$ cat src/rtl/uart_prog_loader.sv
`default_nettype none
// ============================================================================
// uart_prog_loader : 8N1 UART packet loader driving IROM/DRAM programming ports
// Revision: 1.0
// ============================================================================
module uart_prog_loader #(
  parameter int CLKS_PER_BIT = 87,
  parameter int WIDX_W       = 14
) (
  input  logic        clk,
  input  logic        rst,
  input  logic        rx,
  output logic        upg_wen_o,
  output logic [14:0] upg_adr_o,
  output logic [31:0] upg_dat_o,
  output logic        upg_done_o,
  output logic        frame_err
);

  localparam int CNT_W = $clog2(CLKS_PER_BIT + 1);
  localparam logic [CNT_W-1:0] c_BIT_LAST  = CNT_W'(CLKS_PER_BIT - 1);
  localparam logic [CNT_W-1:0] c_HALF_LAST = CNT_W'(CLKS_PER_BIT / 2 - 1);

  typedef enum logic [1:0] {
    R_IDLE  = 2'd0,
    R_START = 2'd1,
    R_DATA  = 2'd2,
    R_STOP  = 2'd3
  } rx_state_t;

  typedef enum logic [2:0] {
    L_CMD  = 3'd0,
    L_CNT0 = 3'd1,
    L_CNT1 = 3'd2,
    L_DATA = 3'd3,
    L_DONE = 3'd4
  } ld_state_t;

  // ---------------------------------------------------------------------------
  // Receiver
  // ---------------------------------------------------------------------------
  logic             rx_s1_q, rx_s2_q, rx_prev_q;
  rx_state_t        rx_state_q, rx_state_d;
  logic [CNT_W-1:0] clk_cnt_q, clk_cnt_d;
  logic [2:0]       bit_cnt_q, bit_cnt_d;
  logic [7:0]       shift_q, shift_d;
  logic             byte_valid_q, byte_valid_d;
  logic             frame_err_q, frame_err_d;

  always_comb begin
    rx_state_d   = rx_state_q;
    clk_cnt_d    = clk_cnt_q + CNT_W'(1);
    bit_cnt_d    = bit_cnt_q;
    shift_d      = shift_q;
    byte_valid_d = 1'b0;
    frame_err_d  = frame_err_q;
    case (rx_state_q)
      R_IDLE: begin
        clk_cnt_d = '0;
        if (rx_prev_q && !rx_s2_q) begin
          rx_state_d = R_START;
          bit_cnt_d  = 3'd0;
        end
      end
      R_START: begin
        if (clk_cnt_q == c_HALF_LAST) begin
          clk_cnt_d  = '0;
          rx_state_d = rx_s2_q ? R_IDLE : R_DATA;
        end
      end
      R_DATA: begin
        if (clk_cnt_q == c_BIT_LAST) begin
          clk_cnt_d = '0;
          shift_d   = {rx_s2_q, shift_q[7:1]};
          bit_cnt_d = bit_cnt_q + 3'd1;
          if (bit_cnt_q == 3'd7) begin
            rx_state_d = R_STOP;
          end
        end
      end
      R_STOP: begin
        if (clk_cnt_q == c_BIT_LAST) begin
          clk_cnt_d  = '0;
          rx_state_d = R_IDLE;
          if (rx_s2_q) begin
            byte_valid_d = 1'b1;
          end else begin
            frame_err_d = 1'b1;
          end
        end
      end
      default: rx_state_d = R_IDLE;
    endcase
  end

  always_ff @(posedge clk) begin
    if (rst) begin
      rx_s1_q      <= 1'b1;
      rx_s2_q      <= 1'b1;
      rx_prev_q    <= 1'b1;
      rx_state_q   <= R_IDLE;
      clk_cnt_q    <= '0;
      bit_cnt_q    <= 3'd0;
      shift_q      <= 8'd0;
      byte_valid_q <= 1'b0;
      frame_err_q  <= 1'b0;
    end else begin
      rx_s1_q      <= rx;
      rx_s2_q      <= rx_s1_q;
      rx_prev_q    <= rx_s2_q;
      rx_state_q   <= rx_state_d;
      clk_cnt_q    <= clk_cnt_d;
      bit_cnt_q    <= bit_cnt_d;
      shift_q      <= shift_d;
      byte_valid_q <= byte_valid_d;
      frame_err_q  <= frame_err_d;
    end
  end

  // ---------------------------------------------------------------------------
  // Packet loader; shift_q is stable during the byte_valid_q cycle
  // ---------------------------------------------------------------------------
  ld_state_t         ld_state_q, ld_state_d;
  logic              region_q, region_d;
  logic [15:0]       count_q, count_d;
  logic [1:0]        byte_idx_q, byte_idx_d;
  logic [23:0]       word_q, word_d;
  logic [WIDX_W-1:0] widx_q, widx_d;
  logic              wen_q, wen_d;
  logic [14:0]       adr_q, adr_d;
  logic [31:0]       dat_q, dat_d;
  logic              done_q, done_d;

  always_comb begin
    ld_state_d = ld_state_q;
    region_d   = region_q;
    count_d    = count_q;
    byte_idx_d = byte_idx_q;
    word_d     = word_q;
    widx_d     = widx_q;
    wen_d      = 1'b0;
    adr_d      = adr_q;
    dat_d      = dat_q;
    done_d     = done_q;
    if (byte_valid_q) begin
      case (ld_state_q)
        L_CMD: begin
          case (shift_q)
            8'hA5: begin
              region_d   = 1'b0;
              ld_state_d = L_CNT0;
            end
            8'h5A: begin
              region_d   = 1'b1;
              ld_state_d = L_CNT0;
            end
            8'hFF: begin
              done_d     = 1'b1;
              ld_state_d = L_DONE;
            end
            default: ld_state_d = L_CMD;
          endcase
        end
        L_CNT0: begin
          count_d[7:0] = shift_q;
          ld_state_d   = L_CNT1;
        end
        L_CNT1: begin
          count_d    = {shift_q, count_q[7:0]};
          byte_idx_d = 2'd0;
          widx_d     = '0;
          ld_state_d = ({shift_q, count_q[7:0]} == 16'd0) ? L_CMD : L_DATA;
        end
        L_DATA: begin
          byte_idx_d = byte_idx_q + 2'd1;
          case (byte_idx_q)
            2'd0: word_d[7:0]   = shift_q;
            2'd1: word_d[15:8]  = shift_q;
            2'd2: word_d[23:16] = shift_q;
            default: begin
              wen_d   = 1'b1;
              dat_d   = {shift_q, word_q};
              adr_d   = {region_q, 14'(widx_q)};
              widx_d  = widx_q + WIDX_W'(1);
              count_d = count_q - 16'd1;
              if (count_q == 16'd1) begin
                ld_state_d = L_CMD;
              end
            end
          endcase
        end
        L_DONE: ld_state_d = L_DONE;
        default: ld_state_d = L_CMD;
      endcase
    end
  end

  always_ff @(posedge clk) begin
    if (rst) begin
      ld_state_q <= L_CMD;
      region_q   <= 1'b0;
      count_q    <= 16'd0;
      byte_idx_q <= 2'd0;
      word_q     <= 24'd0;
      widx_q     <= '0;
      wen_q      <= 1'b0;
      adr_q      <= 15'd0;
      dat_q      <= 32'd0;
      done_q     <= 1'b0;
    end else begin
      ld_state_q <= ld_state_d;
      region_q   <= region_d;
      count_q    <= count_d;
      byte_idx_q <= byte_idx_d;
      word_q     <= word_d;
      widx_q     <= widx_d;
      wen_q      <= wen_d;
      adr_q      <= adr_d;
      dat_q      <= dat_d;
      done_q     <= done_d;
    end
  end

  assign upg_wen_o  = wen_q;
  assign upg_adr_o  = adr_q;
  assign upg_dat_o  = dat_q;
  assign upg_done_o = done_q;
  assign frame_err  = frame_err_q;

endmodule
`default_nettype wire

$ cat config.mk
export PLATFORM = sky130hd
export DESIGN_NAME = uart_prog_loader
export DESIGN_NICKNAME = d
export VERILOG_FILES = /design/src/rtl/uart_prog_loader.sv
export SDC_FILE = /design/constraint.sdc
export NUM_CORES = 1
export LEC_CHECK = 0
export ABC_AREA = 1
export CORE_ASPECT_RATIO = 0.7
export CORE_MARGIN = 3
export CORE_UTILIZATION = 52
export DETAILED_ROUTE_END_ITERATION = 10
export GPL_TIMING_DRIVEN = 0
export PLACE_DENSITY = 0.76
export SLEW_MARGIN = 5
export SYNTH_ARGS = -nofsm -noshare
export SYNTH_HDL_FRONTEND = slang
export SYNTH_SLANG_ARGS = --single-unit
$ cat constraint.sdc
create_clock -name clk -period 1.5 [get_ports clk]
set_input_delay 0.3 -clock clk [delete_from_list [all_inputs] [get_ports clk]]
set_output_delay 0.3 -clock clk [all_outputs]
set_load 0.03 [all_outputs]
==> results.md <==
- Post-synth design cell area: 5730 sq um
- First-pass GRT wire length: 26.4 mm
- Register area share after synthesis: 46.8%
- Fin area: 7600 sq um
- Wire length per cell: 16.3 microns
- Post-synth EDFFs: 0
- DR vias/cell: 5.61
- Die Span Y: 93.9 microns
- DR vias: 5856
- Clk root buf: clkbuf_16
- DPL Wire Length: 10.9 mm
- Drt pass-1 iters: 5
- Failing checks: setup timing
- # IOs: 53
- Count of hold-fix buffers inserted at cts: 0
- Number of buffers created by CTS: 17
- Initial antenna violation count: 0
- Status: complete, but fails checks
- Num rows: 31
- Vias in the first global route: 5383
- Hold Path Class: primary input to flip-flop
- DP Cell Count: 984
- Routed Antenna Nets: 0
- Worst-Margin Slew: 776 ps
- Iteration-0 DRC Markers: 667
- Distinct cells, synth: 32
- Fmax: 653 MHz
- Setup CP Type: flip-flop to flip-flop
- Top-area cell type share of the netlist area: 46.8%
- Crit share post-route: 102%
- Fin. max-slew vios: 0
- Critical path required time: 1810 ps
- Max VDD drop: 0.813 mV
- Largest area contributor in the netlist: dfxtp_1
- Syn_nets: 800
- Main flop type after synthesis: dfxtp_1
- Max_cap viols: 0
- Tot GR Track Use: 26.7%
- Final setup fails: 1
- Die ar.: 12300 sq um
- Synth async-reset ratio: 0%
- Setup_tns: -32.2 ps
- Hold_ws: 204 ps
- Commonest non-fill, non-tap cell in the layout: nor2_1
- Rel. slew slack: 48.3%
- CP arrival: 1840 ps
- CTS tree: yes
- # DRC: 0
- Crit Path Max Fanout: 6
- Critical-path cell list: inv_8, nand3_4, buf_6, nor2_4, nor2_4, nand2_2, nor2_2, nand2_1, nor2_2, nor2_1
- CTS Sinks: 134
- Startpoint Class: flip-flop
- Final Skew: 6.05 ps
- Core area: 10600 sq um
- Area grow syn2layout: 32.5%
- Port Buffers: 51
- Synth top area cells: dfxtp_1, nor2_1, o21ai_0, nand2_1, a21oi_1
- Ant. Diodes: 0
- Crit end category: flip-flop
- CP peak stage delay: 410 ps
- GPL Wtd Cong: 0.946
- Non-Filler Instances: 1043
- Most frequent cells in the layout: nor2_1, dfxtp_1, nand2_1
- Power density over the cells: 1090 nW/um^2
- Area after DPL: 6430 sq um
- Fill cells: 772
- Largest net degree at the start of global routing: 17
- Drt total wl: 17.0 mm
- Initial Util: 54.4%
- Fin util: 72.0%
- Synth warn: 0
- Final Hold Fails: 0
- Total global routing overflow: 0
- DIE WIDTH: 132 microns
- Final min period: 1530 ps
- CTS Buffer Depth: 2
- Nets: 897
- Final WS setup: -32.2 ps
- Leakage Power: 0.00329 uW
- Slowest-stage cell, CP: dfxtp_4
- R2R Setup Slk: -30 ps
- RSZ-0062 raised after global routing: true
- Synthesis-stage register bit count: 134
- Clk pin slew, worst setup/hold paths: 60 ps
- Worst skew pair latency: 420 ps
- Post-Synthesis Cells: 785
- H-tree Lvls: 4
- Ratio of cells with drive above 1 in the final layout: 18.4%
- Avg Inst Size Synth: 7.30 sq um
-- per-stage QoR --
stage	total power (uW)	worst slack, ps
3_3_place_gp	3810	-460
6_report	8320	-32.2
4_1_cts	8310	-68.9
2_1_floorplan	3770	87.7
5_1_grt	8500	-105
3_5_place_dp	3820	-482
-- cell families (layout without fill, tap and decap cells) --
kind of cell,Yosys count,count (layout),synth area share [%]
compound gates,200,200,17.7
xor+xnor,7,7,1.07
fa+ha+maj,12,12,2.62
buf+inv,90,200,6.72
flops,134,134,46.8
simple gates,342,342,25.2
-- power breakdown --
| group | switching, uW | internal, uW | total [uW] | leakage (uW) |
|---|---|---|---|---|
| Clock | 1640 | 2910 | 4550 | 0.000310 |
| Combinational | 139 | 54.8 | 194 | 0.00189 |
| Sequential | 10.7 | 3560 | 3570 | 0.00109 |
| Total | 1790 | 6520 | 8320 | 0.00329 |
-- critical path: cells and delay by family, from the launching register on --
family	cells	cell delay, ps
and+or+nand+nor	8	840
buffers and inverters	2	170
DFF	1	410
-- synthesized netlist by cell type, drive strengths merged, types with 2 or more instances --
library cell and instances:
dfxtp 134, ha 12, nand3b 6, nor4 2, nand4 9, or2 5, nand2 124, o21ai 108
buf 18, a21oi 87, nor3 4, clkbuf 14, inv 57, xnor2 2, nor2 159, xor2 5
o21a 2, nand3 32
-- registers in the layout, indices dropped and copies added (netlist names), named ones only --
name          count
bit_cnt_q         3
byte_idx_q        2
byte_valid_q      1
clk_cnt_q         7
count_q          16
frame_err         1
ld_state_q        3
region_q          1
rx_prev_q         1
rx_s1_q           1
rx_s2_q           1
rx_state_q        1
shift_q           8
upg_adr_o        15
upg_dat_o        32
upg_done_o        1
upg_wen_o         1
widx_q           14
word_q           24
-- layout make-up --
class,instances,area [sq um],share of cell area (%)
buffer,31,214,2.82
clock buffer,20,457,6.01
clock inverter,12,190,2.50
inverter,58,246,3.24
multi-input combinational,561,2900,38.2
sequential,134,2710,35.6
tap,148,185,2.44
timing repair buffer,79,697,9.17
-- layer usage --
layer	track usage [%]	share of wire [%]
met1	35.7	43
met2	42.1	46
met3	5.62	8.5
met4	11.7	3.0
met5	0	0
-- final timing paths --
kind                      start            end  cells past startpoint
hold reg to reg         rx_s1_q        rx_s2_q                      1
hold / removal              rst  ld_state_q[1]                      2
setup reg to reg  ld_state_q[2]      widx_q[9]                     10
setup / recovery  ld_state_q[2]      widx_q[9]                     10
-- repair_timing --
item	in CTS	in global routing
pin swaps	4	15
endpoints found under the setup margin	152	118
gates cloned	0	1
setup buffers	6	21
gates resized for setup	99	97
Power figures use the tool's default switching activity.
